`config.mk`:
```
export PLATFORM = sky130hd
export DESIGN_NAME = code_flasher_flat
export DESIGN_NICKNAME = d
export VERILOG_FILES = /design/src/rtl/code_flasher_if.sv /design/src/rtl/code_flasher.sv /design/src/flat_wrapper.sv
export SDC_FILE = /design/constraint.sdc
export NUM_CORES = 1
export LEC_CHECK = 0
export CAP_MARGIN = 20
export CORE_UTILIZATION = 40
export CTS_CLUSTER_DIAMETER = 120
export DETAILED_ROUTE_END_ITERATION = 10
export PLACE_DENSITY = 0.68
export SYNTH_ARGS = -nofsm -noshare
export SYNTH_HDL_FRONTEND = slang
export SYNTH_SLANG_ARGS = --single-unit
```
`constraint.sdc`:
```
create_clock -name clk -period 4.75 [get_ports clk]
set_input_delay 0.475 -clock clk [delete_from_list [all_inputs] [get_ports clk]]
set_output_delay 0.475 -clock clk [all_outputs]
set_load 0.005 [all_outputs]
```
`src/rtl/code_flasher_if.sv`:
```
// Handshake bundle between the game controller (master) and code_flasher (slave).
interface code_flasher_if;
    logic        start;
    logic        abort;
    logic [15:0] code;
    logic [15:0] leds;
    logic [1:0]  digit_idx;
    logic        busy;
    logic        done;

    modport master (output start, abort, code, input leds, digit_idx, busy, done);
    modport slave  (input start, abort, code, output leds, digit_idx, busy, done);
endinterface

```
`src/rtl/code_flasher.sv`:
```
// Plays a four-digit code back as one-hot LED words, one digit per ON_CYCLES,
// separated by GAP_CYCLES blank cycles; pulses done after the last digit.
module code_flasher #(
    parameter int ON_CYCLES  = 50_000_000,
    parameter int GAP_CYCLES = 25_000_000,
    parameter int CNT_W      = 32
) (
    input  logic          clk,
    input  logic          rst,
    code_flasher_if.slave bus
);
    localparam int GAP_M1 = (GAP_CYCLES > 0) ? GAP_CYCLES - 1 : 0;
    localparam logic [CNT_W-1:0] ON_LAST  = CNT_W'(ON_CYCLES - 1);
    localparam logic [CNT_W-1:0] GAP_LAST = CNT_W'(GAP_M1);

    typedef enum logic [1:0] {IDLE, SHOW, GAP} state_t;

    state_t           state_q;
    logic [CNT_W-1:0] cnt_q;
    logic [15:0]      code_q;
    logic [1:0]       digit_q;
    logic [15:0]      leds_q;
    logic             busy_q;
    logic             done_q;

    logic [1:0]  digit_d;
    logic [15:0] leds_d;
    logic        show_end;
    logic        advance;

    always_comb begin
        digit_d  = digit_q + 2'd1;
        leds_d   = 16'd1 << code_q[{digit_d, 2'b00} +: 4];
        show_end = (state_q == SHOW) && (cnt_q == ON_LAST);
        // With no gap the SHOW terminal count advances the digit directly.
        advance  = ((state_q == GAP) && (cnt_q == GAP_LAST)) ||
                   (show_end && (GAP_CYCLES == 0));
    end

    always_ff @(posedge clk) begin
        if (rst) begin
            state_q <= IDLE;
            cnt_q   <= '0;
            code_q  <= '0;
            digit_q <= '0;
            leds_q  <= '0;
            busy_q  <= 1'b0;
            done_q  <= 1'b0;
        end else begin
            done_q <= 1'b0;
            if (state_q == IDLE) begin
                if (bus.start && !bus.abort) begin
                    code_q  <= bus.code;
                    state_q <= SHOW;
                    cnt_q   <= '0;
                    digit_q <= '0;
                    busy_q  <= 1'b1;
                    leds_q  <= 16'd1 << bus.code[3:0];
                end
            end else if (bus.abort) begin
                state_q <= IDLE;
                cnt_q   <= '0;
                digit_q <= '0;
                busy_q  <= 1'b0;
                leds_q  <= '0;
            end else if (advance) begin
                cnt_q <= '0;
                if (digit_q == 2'd3) begin
                    state_q <= IDLE;
                    digit_q <= '0;
                    busy_q  <= 1'b0;
                    done_q  <= 1'b1;
                    leds_q  <= '0;
                end else begin
                    state_q <= SHOW;
                    digit_q <= digit_d;
                    leds_q  <= leds_d;
                end
            end else if (show_end) begin
                cnt_q   <= '0;
                state_q <= GAP;
                leds_q  <= '0;
            end else begin
                cnt_q <= cnt_q + CNT_W'(1);
            end
        end
    end

    assign bus.leds      = leds_q;
    assign bus.digit_idx = digit_q;
    assign bus.busy      = busy_q;
    assign bus.done      = done_q;
endmodule
```
`src/flat_wrapper.sv`:
```
// flat-port wrapper written by rule: the top's interface ports become plain ports
module code_flasher_flat 
#(
    parameter int ON_CYCLES  = 50_000_000,
    parameter int GAP_CYCLES = 25_000_000,
    parameter int CNT_W      = 32
)
  (clk, rst, bus_start, bus_abort, bus_code, bus_leds, bus_digit_idx, bus_busy, bus_done);
  code_flasher_if bus_i ();
  input  logic clk;
  input  logic rst;
  input wire logic [$bits(bus_i.start)-1:0] bus_start;
  input wire logic [$bits(bus_i.abort)-1:0] bus_abort;
  input wire logic [$bits(bus_i.code)-1:0] bus_code;
  output wire logic [$bits(bus_i.leds)-1:0] bus_leds;
  output wire logic [$bits(bus_i.digit_idx)-1:0] bus_digit_idx;
  output wire logic [$bits(bus_i.busy)-1:0] bus_busy;
  output wire logic [$bits(bus_i.done)-1:0] bus_done;
  assign bus_i.start = bus_start;
  assign bus_i.abort = bus_abort;
  assign bus_i.code = bus_code;
  assign bus_leds = bus_i.leds;
  assign bus_digit_idx = bus_i.digit_idx;
  assign bus_busy = bus_i.busy;
  assign bus_done = bus_i.done;
  code_flasher #(.ON_CYCLES(ON_CYCLES), .GAP_CYCLES(GAP_CYCLES), .CNT_W(CNT_W)) u_core (.clk(clk), .rst(rst), .bus(bus_i));
endmodule
```
==> flow_summary_export.csv <==
group,metric,value,unit
setup_path,cp-end-kind,"flip-flop",
status,outcome,"finished clean",
clock_tree,clk_latency,350,ps
power_and_ir_drop,vdd_drop_max,0.188,mV
power_and_ir_drop,p_leak,0.00139,uW
finish,nNetsFinal,488,
sta,finalCritPeriodShare,64.1,%
finish,drive_gt1_share,8.07,%
synth,synth_top_family_by_area,"simple AND/OR/NAND/NOR gates",
sta,hold_viol_final,0,
synth,ys_ff_latch,70,
floorplan,start_util,42.0,%
synth,synth_fp_nets,452,
global_route,grt_max_degree,43,
floorplan,ios,40,
drt,drc,0,
sta,slew_headroom,41.5,%
sta,tightest_slew,866,ps
drt,ant_nets,0,
sta,finalCriticalPeriod,3050,ps
drt,firstDrtPassIters,5,
drt,drt_iter0_drc,268,
floorplan,design.die.area,9140,um^2
synth,synth_area,3510,um^2
synth,yosysTopAreaCell,"dfxtp_1",
clock_tree,cts_tree,"done",
synth,synthAdderAreaFrac,0.714,%
synth,synth_edf_count,0,
clock_tree,cts_made_buffers,9,
synth,yosysTopAreaCellShare,40.0,%
sta,rsz0062_at_grt,"false",
clock_tree,clock_path_buffers,2,
place,dpl.hpwl,6.09,mm
synth,synth_xor_area_share,5.75,%
drt,drt_wl_total,8.44,mm
synth,ys_seq_area_share,40.0,%
global_route,grt_pass1_vias,2846,
synth,syn_inst,430,
synth,synthTopCellsByCount,"70 x dfxtp_1, 63 x nand2_1, 45 x nor2_1",
clock_tree,cts_resized,0,
finish,syn_to_final_growth,18.9,%
synth,yosysMostFrequentCell,"dfxtp_1",
finish,postLayoutCellArea,4170,um^2
finish,fill_cells,818,
flow_run,max_cap_viol_count,0,
drt,vias,3161,
setup_path,required,4940,ps
synth,synthArstFlopShare,0,%
clock_tree,cts-htree-levels,3,
setup_path,cp.arrival,3230,ps
sta,finalSetupViolCount,0,
synth,synth_compound_gate_area_share,17.0,%
floorplan,die_h,95.6,um
drt,routedWlPerCell,14.7,um
clock_tree,root_buffer,"clkbuf_8",
clock_tree,clkSinkCount,70,
global_route,antenna_found_initial,0,
clock_tree,hold_buffers,0,
place,preCtsSetupSlack,1670,ps
sta,layout_setup_ws,1700,ps
floorplan,rows,33,
place,placed_cell_area,3960,um^2
global_route,grt.overflow.total,0,
sta,finalHoldWorstSlack,457,ps
setup_path,critPathMaxFanout,23,
sta,fin_skew,12.0,ps
floorplan,die_w,95.6,um
global_route,grt_use_total,19.8,%
sta,maxSlewViolCount,0,
floorplan,coreArea,8340,um^2
sta,fmax,328,MHz
synth,synth-main-ff-cell,"dfxtp_1",
synth,synthMuxAreaShare,2.86,%
drt,viasPerCell,5.49,
setup_path,crit_type,"flip-flop to flip-flop",
clock_tree,postCtsSetupRepairBufs,0,
sta,setup_tns,0,ps
global_route,grt_pass1_wl,14.0,mm
place,portBuffers,39,
power_and_ir_drop,p_per_area,403,nW/um^2
finish,antennaDiodeCount,0,
finish,finish.utilization,50.0,%
worst_hold_path,hold_path.class,"flip-flop to flip-flop",
place,gp_congestion,0.898,
setup_path,crit_path_start_kind,"flip-flop",
synth,synthSimpleGateAreaFrac,29.1,%
synth,ys_top_cells_by_area,"dfxtp_1 40%, nand2_1 6.7%, a21oi_1 5.7%, nor2_1 4.8%, xor2_1 3.7%",
synth,yosys_warnings,0,
synth,synth_area_per_cell,8.15,um^2
clock_tree,path_clk_slew,80,ps
synth,ys_types,44,
## final timing paths
kind                          from          endpoint  slack, ps  cells after the start
hold reg to reg   u_core.code_q[6]  u_core.code_q[6]        460                      2
setup reg to reg  u_core.cnt_q[24]  u_core.cnt_q[18]       1700                      6
hold / removal    u_core.code_q[6]  u_core.code_q[6]        460                      2
setup / recovery  u_core.cnt_q[24]  u_core.cnt_q[18]       1700                      6
## routing by layer
metal  up-vias  GRT usage, %  share of wire, %
li1       1601             -                 -
met4         0          6.97               1.3
met2        69          28.9                45
met3         8          4.23               4.1
met1      1483          28.3                49
met5         -             0                 0
## per-stage QoR
| stage | total power [uW] | cells |
|---|---|---|
| floorplan | 1050 | 430 |
| global placement | 1210 | 559 |
| detailed placement | 1210 | 559 |
| CTS | 1690 | 575 |
| global route | 1790 | 576 |
| finish | 1680 | 576 |
## critical path: stages (launching register included)
cell	delay [ps]
dfxtp_1	420
or4b_1	500
or4_4	520
nor4_4	330
o211ai_4	250
nand3_1	740
nor2_1	130
## cell usage in the layout (no fill, tap or decap), types with 2 or more instances in the layout
cell type,count
and2_1,2
a211oi_1,8
clkinv_2,2
xor2_1,15
nand2b_1,3
nand2_1,63
nor3b_1,3
nor4_4,2
a21oi_1,40
nor3_1,7
inv_1,23
dfxtp_1,70
clkdlybuf4s50_1,39
mux4_2,4
a32oi_1,2
nor2b_1,3
o21ai_0,22
nor4_1,4
a211oi_2,9
nand4b_1,4
nor4b_1,2
nand3_1,26
nor2_1,45
ha_1,2
and3_1,7
clkbuf_8,10
xnor2_1,8
or4_1,3
a31oi_1,6
clkinv_4,2
or4b_1,2
nand4bb_1,2
and4_1,4
nand4_1,12
## kinds of logic (layout without fill, tap and decap cells)
group                      count (synthesis)  count (layout)
and+or+nand+nor                          198             198
AOI/OAI and AO/OA                         93              93
DFF                                       70              70
buffers and inverters                     39              80
xor gates and xnor gates                  23              23
muxes                                      5               5
adders and majority gates                  2               2
## layout make-up
cell class	count	area, um^2	share of cell area (%)
clock buffer	9	124	2.97
clock inverter	7	73.8	1.77
inverter	23	86.3	2.07
multi-input combinational	321	1940	46.5
sequential	70	1400	33.6
tap	105	131	3.15
timing repair buffer	41	412	9.87
## registers in the layout, indices dropped and copies added, names as in the netlist
register and count:
u_core.cnt_q 32, u_core.bus.busy 1, u_core.code_q 16, u_core.bus.done 1, u_core.bus.leds 16, u_core.state_q 2, u_core.bus.digit_idx 2
## where the power goes
group	switching [uW]	internal, uW	total, uW
registers	43.7	659	703
clock network	233	244	477
logic	276	224	501
(Power assumes the default switching activity.)
